[src/rtl/boid_pkg.sv]
// Shared constants, FSM encoding and helpers for the boid display path.
// Latency: none; package contents only.
// Backpressure: not applicable.
package boid_pkg;

    localparam int VIDEO_WIDTH  = 640;
    localparam int VIDEO_HEIGHT = 480;
    localparam int PIXEL_COUNT  = VIDEO_WIDTH * VIDEO_HEIGHT;
    localparam int ADDR_WIDTH   = 19;

    // Width and ceiling of the dropped-frame counter
    localparam int                OVR_W   = 8;
    localparam logic [OVR_W-1:0]  OVR_MAX = '1;

    typedef enum logic [2:0] {
        ST_IDLE  = 3'd0,
        ST_CLEAR = 3'd1,
        ST_FETCH = 3'd2,
        ST_DRAW  = 3'd3,
        ST_DONE  = 3'd4
    } fsm_state_t;

    // Increment that sticks at the ceiling instead of wrapping
    function automatic logic [OVR_W-1:0] sat_inc(input logic [OVR_W-1:0] v);
        return (v == OVR_MAX) ? v : v + {{(OVR_W-1){1'b0}}, 1'b1};
    endfunction

endpackage

[src/rtl/boid_frame_writer_pixel_addr_calc.sv]
// Maps a pixel coordinate to a linear display RAM address plus an on-screen flag.
// Latency: purely combinational, zero cycles.
// Backpressure: none; output follows input every cycle.
module pixel_addr_calc #(
    parameter int VIDEO_WIDTH  = boid_pkg::VIDEO_WIDTH,
    parameter int VIDEO_HEIGHT = boid_pkg::VIDEO_HEIGHT,
    parameter int ADDR_WIDTH   = boid_pkg::ADDR_WIDTH
) (
    input  logic [10:0]           px,
    input  logic [9:0]            py,
    output logic [ADDR_WIDTH-1:0] addr,
    output logic                  in_bounds
);

    localparam logic [10:0] W_LIM = 11'(VIDEO_WIDTH);
    localparam logic [9:0]  H_LIM = 10'(VIDEO_HEIGHT);

    logic [19:0] py_w;
    logic [19:0] px_w;
    logic [19:0] lin;

    assign py_w = {10'b0, py};
    assign px_w = {9'b0, px};

    // 640 = 512 + 128, so the standard width needs only two shifts and an add
    generate
        if (VIDEO_WIDTH == 640) begin : g_shift
            assign lin = (py_w << 9) + (py_w << 7) + px_w;
        end else begin : g_mult
            assign lin = py_w * 20'(VIDEO_WIDTH) + px_w;
        end
    endgenerate

    assign addr      = ADDR_WIDTH'(lin);
    assign in_bounds = (px < W_LIM) && (py < H_LIM);

endmodule

[src/rtl/boid_frame_writer.sv]
// Per-frame sequencer: clears the boid display RAM, then writes each boid's footprint.
// Latency: clear 1 cycle after screen_end, frame = 1 + MAX_BOIDS*(1+P) cycles; BOID_SPRITE_EN selects PxP sprites.
// Backpressure: none; screen_end while busy is dropped and counted in overrun_count.
module boid_frame_writer #(
    parameter int MAX_BOIDS      = 4,
    parameter int BITS_FOR_BOIDS = $clog2(MAX_BOIDS),
    parameter int VIDEO_WIDTH    = boid_pkg::VIDEO_WIDTH,
    parameter int VIDEO_HEIGHT   = boid_pkg::VIDEO_HEIGHT,
    parameter int ADDR_WIDTH     = boid_pkg::ADDR_WIDTH,
    parameter int SPRITE_SIZE    = 2
) (
    input  logic                      clock,
    input  logic                      reset,
    input  logic                      screen_end,
    output logic [BITS_FOR_BOIDS-1:0] boid_sel,
    input  logic [9:0]                boid_x,
    input  logic [8:0]                boid_y,
    output logic                      ram_clear,
    output logic                      ram_we,
    output logic [ADDR_WIDTH-1:0]     ram_addr,
    output logic                      busy,
    output logic                      frame_done,
    output logic [7:0]                overrun_count
);

    import boid_pkg::*;

    fsm_state_t state;

    logic                  cur_last;   // current DRAW pixel is the boid's last
    logic                  next_last;  // pixel being loaded this edge is the boid's last
    logic                  sel_last;
    logic [10:0]           calc_px;
    logic [9:0]            calc_py;
    logic [ADDR_WIDTH-1:0] pix_addr;
    logic                  pix_ok;

    assign sel_last = (boid_sel == BITS_FOR_BOIDS'(MAX_BOIDS - 1));

`ifdef BOID_SPRITE_EN
    localparam int OFS_W = (SPRITE_SIZE > 1) ? $clog2(SPRITE_SIZE) : 1;
    localparam logic [OFS_W-1:0] OFS_LAST = OFS_W'(SPRITE_SIZE - 1);

    logic [9:0]       x0;
    logic [8:0]       y0;
    logic [OFS_W-1:0] dx, dy;
    logic [OFS_W-1:0] nx, ny;

    // Next sprite offset: dx runs fastest, dy steps when dx wraps; FETCH loads (0,0)
    always_comb begin
        nx = '0;
        ny = '0;
        if (state == ST_DRAW) begin
            if (dx == OFS_LAST) begin
                nx = '0;
                ny = dy + OFS_W'(1);
            end else begin
                nx = dx + OFS_W'(1);
                ny = dy;
            end
        end
    end

    assign cur_last  = (dx == OFS_LAST) && (dy == OFS_LAST);
    assign next_last = (nx == OFS_LAST) && (ny == OFS_LAST);
    // In FETCH the anchor is still on the bus; afterwards it comes from x0/y0
    assign calc_px = ((state == ST_FETCH) ? {1'b0, boid_x} : {1'b0, x0}) + 11'(nx);
    assign calc_py = ((state == ST_FETCH) ? {1'b0, boid_y} : {1'b0, y0}) + 10'(ny);
`else
    assign cur_last  = 1'b1;
    assign next_last = 1'b1;
    assign calc_px   = {1'b0, boid_x};
    assign calc_py   = {1'b0, boid_y};
`endif

    pixel_addr_calc #(
        .VIDEO_WIDTH  (VIDEO_WIDTH),
        .VIDEO_HEIGHT (VIDEO_HEIGHT),
        .ADDR_WIDTH   (ADDR_WIDTH)
    ) u_addr (
        .px        (calc_px),
        .py        (calc_py),
        .addr      (pix_addr),
        .in_bounds (pix_ok)
    );

    // Frame sequencer; every output is registered so it lines up with its state
    always_ff @(posedge clock) begin
        if (reset) begin
            state         <= ST_IDLE;
            boid_sel      <= '0;
            ram_clear     <= 1'b0;
            ram_we        <= 1'b0;
            ram_addr      <= '0;
            busy          <= 1'b0;
            frame_done    <= 1'b0;
            overrun_count <= '0;
`ifdef BOID_SPRITE_EN
            x0            <= '0;
            y0            <= '0;
            dx            <= '0;
            dy            <= '0;
`endif
        end else begin
            ram_clear  <= 1'b0;
            ram_we     <= 1'b0;
            ram_addr   <= '0;
            frame_done <= 1'b0;

            if (screen_end && (state != ST_IDLE))
                overrun_count <= sat_inc(overrun_count);

            case (state)
                ST_IDLE: begin
                    if (screen_end) begin
                        state     <= ST_CLEAR;
                        ram_clear <= 1'b1;
                        busy      <= 1'b1;
                        boid_sel  <= '0;
                    end
                end
                ST_CLEAR: begin
                    boid_sel <= '0;
                    state    <= ST_FETCH;
                end
                ST_FETCH: begin
`ifdef BOID_SPRITE_EN
                    x0 <= boid_x;
                    y0 <= boid_y;
                    dx <= '0;
                    dy <= '0;
`endif
                    state      <= ST_DRAW;
                    ram_we     <= pix_ok;
                    ram_addr   <= pix_addr;
                    frame_done <= next_last && sel_last;
                end
                ST_DRAW: begin
                    if (cur_last) begin
                        if (sel_last) begin
                            state    <= ST_DONE;
                            busy     <= 1'b0;
                            boid_sel <= '0;
                        end else begin
                            boid_sel <= boid_sel + BITS_FOR_BOIDS'(1);
                            state    <= ST_FETCH;
                        end
                    end
`ifdef BOID_SPRITE_EN
                    else begin
                        dx         <= nx;
                        dy         <= ny;
                        ram_we     <= pix_ok;
                        ram_addr   <= pix_addr;
                        frame_done <= next_last && sel_last;
                    end
`endif
                end
                ST_DONE: begin
                    state <= ST_IDLE;
                end
                default: begin
                    state <= ST_IDLE;
                end
            endcase
        end
    end

endmodule
[config.mk]
export PLATFORM = sky130hd
export DESIGN_NAME = boid_frame_writer
export DESIGN_NICKNAME = d
export VERILOG_FILES = /design/src/rtl/boid_pkg.sv /design/src/rtl/boid_frame_writer_pixel_addr_calc.sv /design/src/rtl/boid_frame_writer.sv
export SDC_FILE = /design/constraint.sdc
export NUM_CORES = 1
export LEC_CHECK = 0
export ABC_AREA = 1
export BUFFER_PORTS_ARGS = -buffer_cell sky130_fd_sc_hd__buf_2
export CORE_MARGIN = 3
export CORE_UTILIZATION = 51
export DETAILED_ROUTE_END_ITERATION = 12
export HOLD_SLACK_MARGIN = 0.08
export PLACE_DENSITY = 0.77
export SYNTH_ARGS = -nofsm -noshare
export SYNTH_HDL_FRONTEND = slang
export SYNTH_HIERARCHICAL = 1
export SYNTH_SLANG_ARGS = --single-unit
export TNS_END_PERCENT = 10
[constraint.sdc]
create_clock -name clock -period 2.3 [get_ports clock]
set_clock_uncertainty 0.05 [all_clocks]
set_input_delay 0.46 -clock clock [delete_from_list [all_inputs] [get_ports clock]]
set_output_delay 0.46 -clock clock [all_outputs]
set_load 0.02 [all_outputs]
Word-level counts from Yosys, hierarchy flattened
Index checks and enable logic that the tools add are counted.
Widths: inputs -> output; s select.
{"block": "totals", "out_inout_bits": 33, "reg_bits": 36, "elab_cells": 45, "inputBits": 22, "memories": 0, "romBits": 0, "latch_bits": 0, "ramBits": 0}
{"block": "op_classes", "n_bitwise": 3, "shift": 0, "n_div": 0, "magnitude_cmp": 2, "eq_ne": 7, "reduce_logical": 11, "add_sub_neg": 4, "n_mux": 10, "multipliers": 0}
{"cell": "$add 18x16->19", "count": 1}
{"cell": "$add 19x10->19", "count": 1}
{"cell": "$pmux 3 s4", "count": 1}
{"cell": "$lt 10x10->1 const B", "count": 1}
{"cell": "$lt 9x9->1 const B", "count": 1}
{"cell": "$add 8x1->8 const B", "count": 1}
{"cell": "$eq 8x8->1 const B", "count": 1}
{"cell": "$eq 3x2->1 const B", "count": 2}
{"cell": "$mux 3", "count": 2}
{"cell": "$pmux 2 s3", "count": 1}
{"cell": "$reduce_bool 3->1", "count": 2}
{"cell": "$mux 2", "count": 2}
{"cell": "$ne 2x2->1 const B", "count": 2}
{"cell": "$reduce_and 2->1", "count": 2}
{"cell": "$reduce_or 2->1", "count": 2}
{"cell": "$eq 3x1->1 const B", "count": 1}
{"cell": "$logic_not 3->1", "count": 1}
{"cell": "$mux 1", "count": 3}
{"cell": "$not 1->1", "count": 3}
{"cell": "$reduce_and 3->1", "count": 1}
{"cell": "$add 2x1->2 const B", "count": 1}
{"cell": "$eq 2x2->1 const B", "count": 1}
{"cell": "$logic_and 1x1->1", "count": 2}
{"cell": "$pmux 1 s2", "count": 1}
{"cell": "$reduce_bool 2->1", "count": 1}

Logic depth before layout (Yosys ltp)
{"block": "logic_depth", "depth_word": 3, "mapped_depth": 14, "depth_no_buf": 14}

Hierarchy
The synthesis kept the hierarchy.
{"module": "boid_frame_writer", "seq_area_each_um2": 720.7, "area_per_inst_um2": 1370.1, "cells_each": 177, "n_inst": 1}
{"module": "pixel_addr_calc", "seq_area_each_um2": 0.0, "area_per_inst_um2": 775.7, "cells_each": 126, "n_inst": 1}

Worst setup path after synthesis
Ideal clock, no wire load.
{"block": "synth_path", "path_type": "input to register", "from": "input port boid_x[9]", "to": "register ram_addr[16]", "stages": 12, "t_required_ns": 2.134, "setup_time_ns": 0.116, "setup_slack_ns": 0.131, "n_path_buf": 0, "t_arrival_ns": 2.003, "cell_sequence": "inv_1 > fa_1 > inv_1 > fa_1 > nand2_1 > nand3_1 > nand3_1 > nand2_1 > nand2_1 > nand2_1 > inv_1 > nor2_1"}
{"block": "synth_via", "elab_chain_cells": 1}
{"element": "start: declaration", "line": "boid_frame_writer.sv:16", "rtl": "input logic [9:0] boid_x,"}
{"element": "$add 19x10->19", "line": "boid_frame_writer_pixel_addr_calc.sv:28", "rtl": "assign lin = (py_w << 9) + (py_w << 7) + px_w;"}
{"element": "named net pix_addr[16]", "line": "boid_frame_writer.sv:35", "rtl": "logic [ADDR_WIDTH-1:0] pix_addr;"}
{"element": "end signal: assignment", "line": "boid_frame_writer.sv:135", "rtl": "ram_addr <= pix_addr;"}
{"element": "end: declaration", "line": "boid_frame_writer.sv:20", "rtl": "output logic [ADDR_WIDTH-1:0] ram_addr,"}
The timed path passes the listed nets, and every way through them passes these cells.
A chain may end at the register's enable or synchronous reset.

Final worst setup path
Ends and elaborated chain as after synthesis.

==> results.tsv <==
metric	value	unit
num_io_pins	55	
critPathMostFrequentCell	nand2_1	
required	2420	ps
globalplace.congestion	0.9053	
nFillCells	373	
final_max_slew_viol_count	0	
cts_buffer_depth	2	
p_leak	1.420	nW
grt_pass1_wl	7169	um
start_util	0.5568	
regArea	720.7	sq um
worstSetupPathType	in -> reg	
utilization	0.6591	
cts_inserted_buffers	5	
p_int	1.052	mW
nNetsFinal	406	
syn_inst	303	
cts_tree	done	
cts.sinks	36	
max_freq	0.4846	GHz
synth_edf_count	0	
core_area	3854	sq um
clock_latency	280	ps
dp.cells	402	
netlist_area	2146	sq um
port_buffers	54	
start_kind	primary input	
critPathTopFamily	adder cells	
post_cts_buffers	0	
clockPowerShare	0.316	
dieArea	5022	sq um
cp-startpoint	boid_x[9]	
avgSynthCellArea	7.082	sq um
endpoint_kind	register	
cts_resized	0	
critPathMaxFanout	4	
peakVddDrop	0.2642	mV
setup_viol	0	
hpwl	3370	um
worst_path_max_delay_cell	fa_1	
worstHoldStart	boid_x[2]	
min_period	2063	ps
crit_buf_inv	4	
wire_per_inst	10.34	um
final_cells	409	
grt_usage	0.1757	
power.density	591.2	nW/um^2
hold_viol_final	0	
yosysWarnings	6	
ys.flop_type	dfxtp_1	
grt_max_degree	20	
antenna_cells	0	
cp_cell_sequence	buf_2 > inv_1 > fa_1 > inv_1 > fa_1 > nand2_1 > nand3_1 > nand3_1 > nand2_1 > nand2_1 > nand2_1 > inv_1 > nor2_1	
initialDrtViolationCount	65	
via_per_inst	4.726	
switching_share	0.2991	
totalWireLength	4231	um
rows	22	
synth-seq-cells	36	
p_comb_frac	0.247	
die_h	70.87	um
power_frac_seq	0.436	
switchingPower	449.2	uW
setup_slack	236.6	ps
reg2reg_from	overrun_count[0]	
fin_crit_sh	0.8972	
area_delta_synth_final	18.37	%
dr.pass1.iters	4	
multi_input_area	1179	sq um
drive_gt1_frac	0.2188	
fp.dieW	70.87	um
outcome	completed	
htree_levels	2	
vias	1933	
yosysUniqueCellTypes	31	
grt_pass1_vias	1726	
grt-ovfl-total	0	
rsz0062_at_grt	no	
async_flop_share	0	
crit_arrival	2190	ps
synth_sequential_area_ratio	0.3359	
min_path_type	in -> reg	
antenna_found_initial	0	
post-route-drc-count	0	
critPathMaxStageDelay	520	ps
hold_buffers	0	
clkTransAtPathRegs	70	ps
cts-root-buf	clkbuf_8	
final.setup.tns	0	ps
dp_slack	-40.85	ps
cap_violations	0	
ant_nets	0	
==> state kept, by name, indices dropped and copies added, names as in the netlist <==
signal	flops
boid_sel	2
busy	1
frame_done	1
overrun_count	8
ram_addr	19
ram_clear	1
ram_we	1
state	3
==> layout make-up <==
cell class,count,area share
Multi-Input combinational cell,209,0.4640
Sequential cell,36,0.2837
Timing Repair Buffer,56,0.1123
Inverter,53,0.07833
Clock buffer,7,0.03793
Tap cell,48,0.02365
==> worst paths after layout <==
kind / end / cells past startpoint / slack, ps
worst max-delay path: ram_addr[16] / 13 / 240
worst min-delay path: ram_addr[2] / 3 / 330
worst max register to register: overrun_count[3] / 7 / 930
worst min register to register: boid_sel[1] / 2 / 430
==> cell usage in the layout, fill, tap and decap left out, types with 3 or more instances in the layout <==
master,count
buf_2,54
nand3_1,18
nand4_1,4
nor2_1,46
conb_1,6
inv_1,50
ha_1,20
nor2_2,5
nand2_1,70
fa_1,3
clkbuf_8,7
dfxtp_1,36
a21oi_1,12
xor2_1,6
nand3_2,3
==> through the flow <==
stage                     instance area [sq um]  hold WS [ps]  power, mW
after floorplan                            2165         445.0     0.9532
after global placement                     2444         418.1      1.032
after detailed placement                   2444         427.0      1.040
after CTS                                  2540         323.7      1.514
after global routing                       2540         340.1      1.594
final                                      2540         332.2      1.502
==> cells by family after synthesis <==
logic type / after synthesis / synth area share
buffers and inverters: 63 / 0.1236
AND/OR/NAND/NOR: 153 / 0.3096
AO/OA/AOI/OAI: 19 / 0.05190
XOR/XNOR: 8 / 0.03265
other: 1 / 0.001748
adder cells (fa/ha/maj): 23 / 0.1446
flip-flops: 36 / 0.3359
==> layer usage <==
metal	vias up	track usage	part of all wire	routed length, um
li1	1029	-	-	-
met1	848	0.2120	0.43	1837
met2	52	0.2987	0.50	2121
met3	4	0.03977	0.054	228
met4	0	0.07516	0.010	44
met5	-	0	0	0
==> cells in the mapped netlist, types with 3 or more instances <==
| cell type | n | share of area |
|---|---|---|
| buf_4 | 7 | 0.024 |
| nor2_1 | 46 | 0.080 |
| nand4_1 | 4 | 0.012 |
| nand2_1 | 70 | 0.12 |
| nand3_1 | 18 | 0.042 |
| dfxtp_1 | 36 | 0.34 |
| fa_1 | 3 | 0.028 |
| ha_1 | 20 | 0.12 |
| xor2_1 | 6 | 0.024 |
| nor2_2 | 5 | 0.015 |
| inv_1 | 50 | 0.087 |
| nand3_2 | 3 | 0.014 |
| a21oi_1 | 12 | 0.028 |
==> power groups by stage <==
| stage | sequential, mW | combinational (mW) | clock, mW |
|---|---|---|---|
| after floorplan | 0.692 | 0.261 | 0 |
| after global placement | 0.669 | 0.364 | 0 |
| after detailed placement | 0.669 | 0.371 | 0 |
| after CTS | 0.655 | 0.373 | 0.486 |
| after global routing | 0.657 | 0.425 | 0.512 |
| final | 0.655 | 0.371 | 0.475 |
==> worst register-to-register path: stages, from the launching register on <==
cell and delay, ps:
dfxtp_1 400, ha_1 260, nand3_2 120, clkinv_1 80, nand2_2 80, nand2_4 110, nand2_1 60, a21oi_1 140
Note: power is estimated with default switching activity, not from simulation.
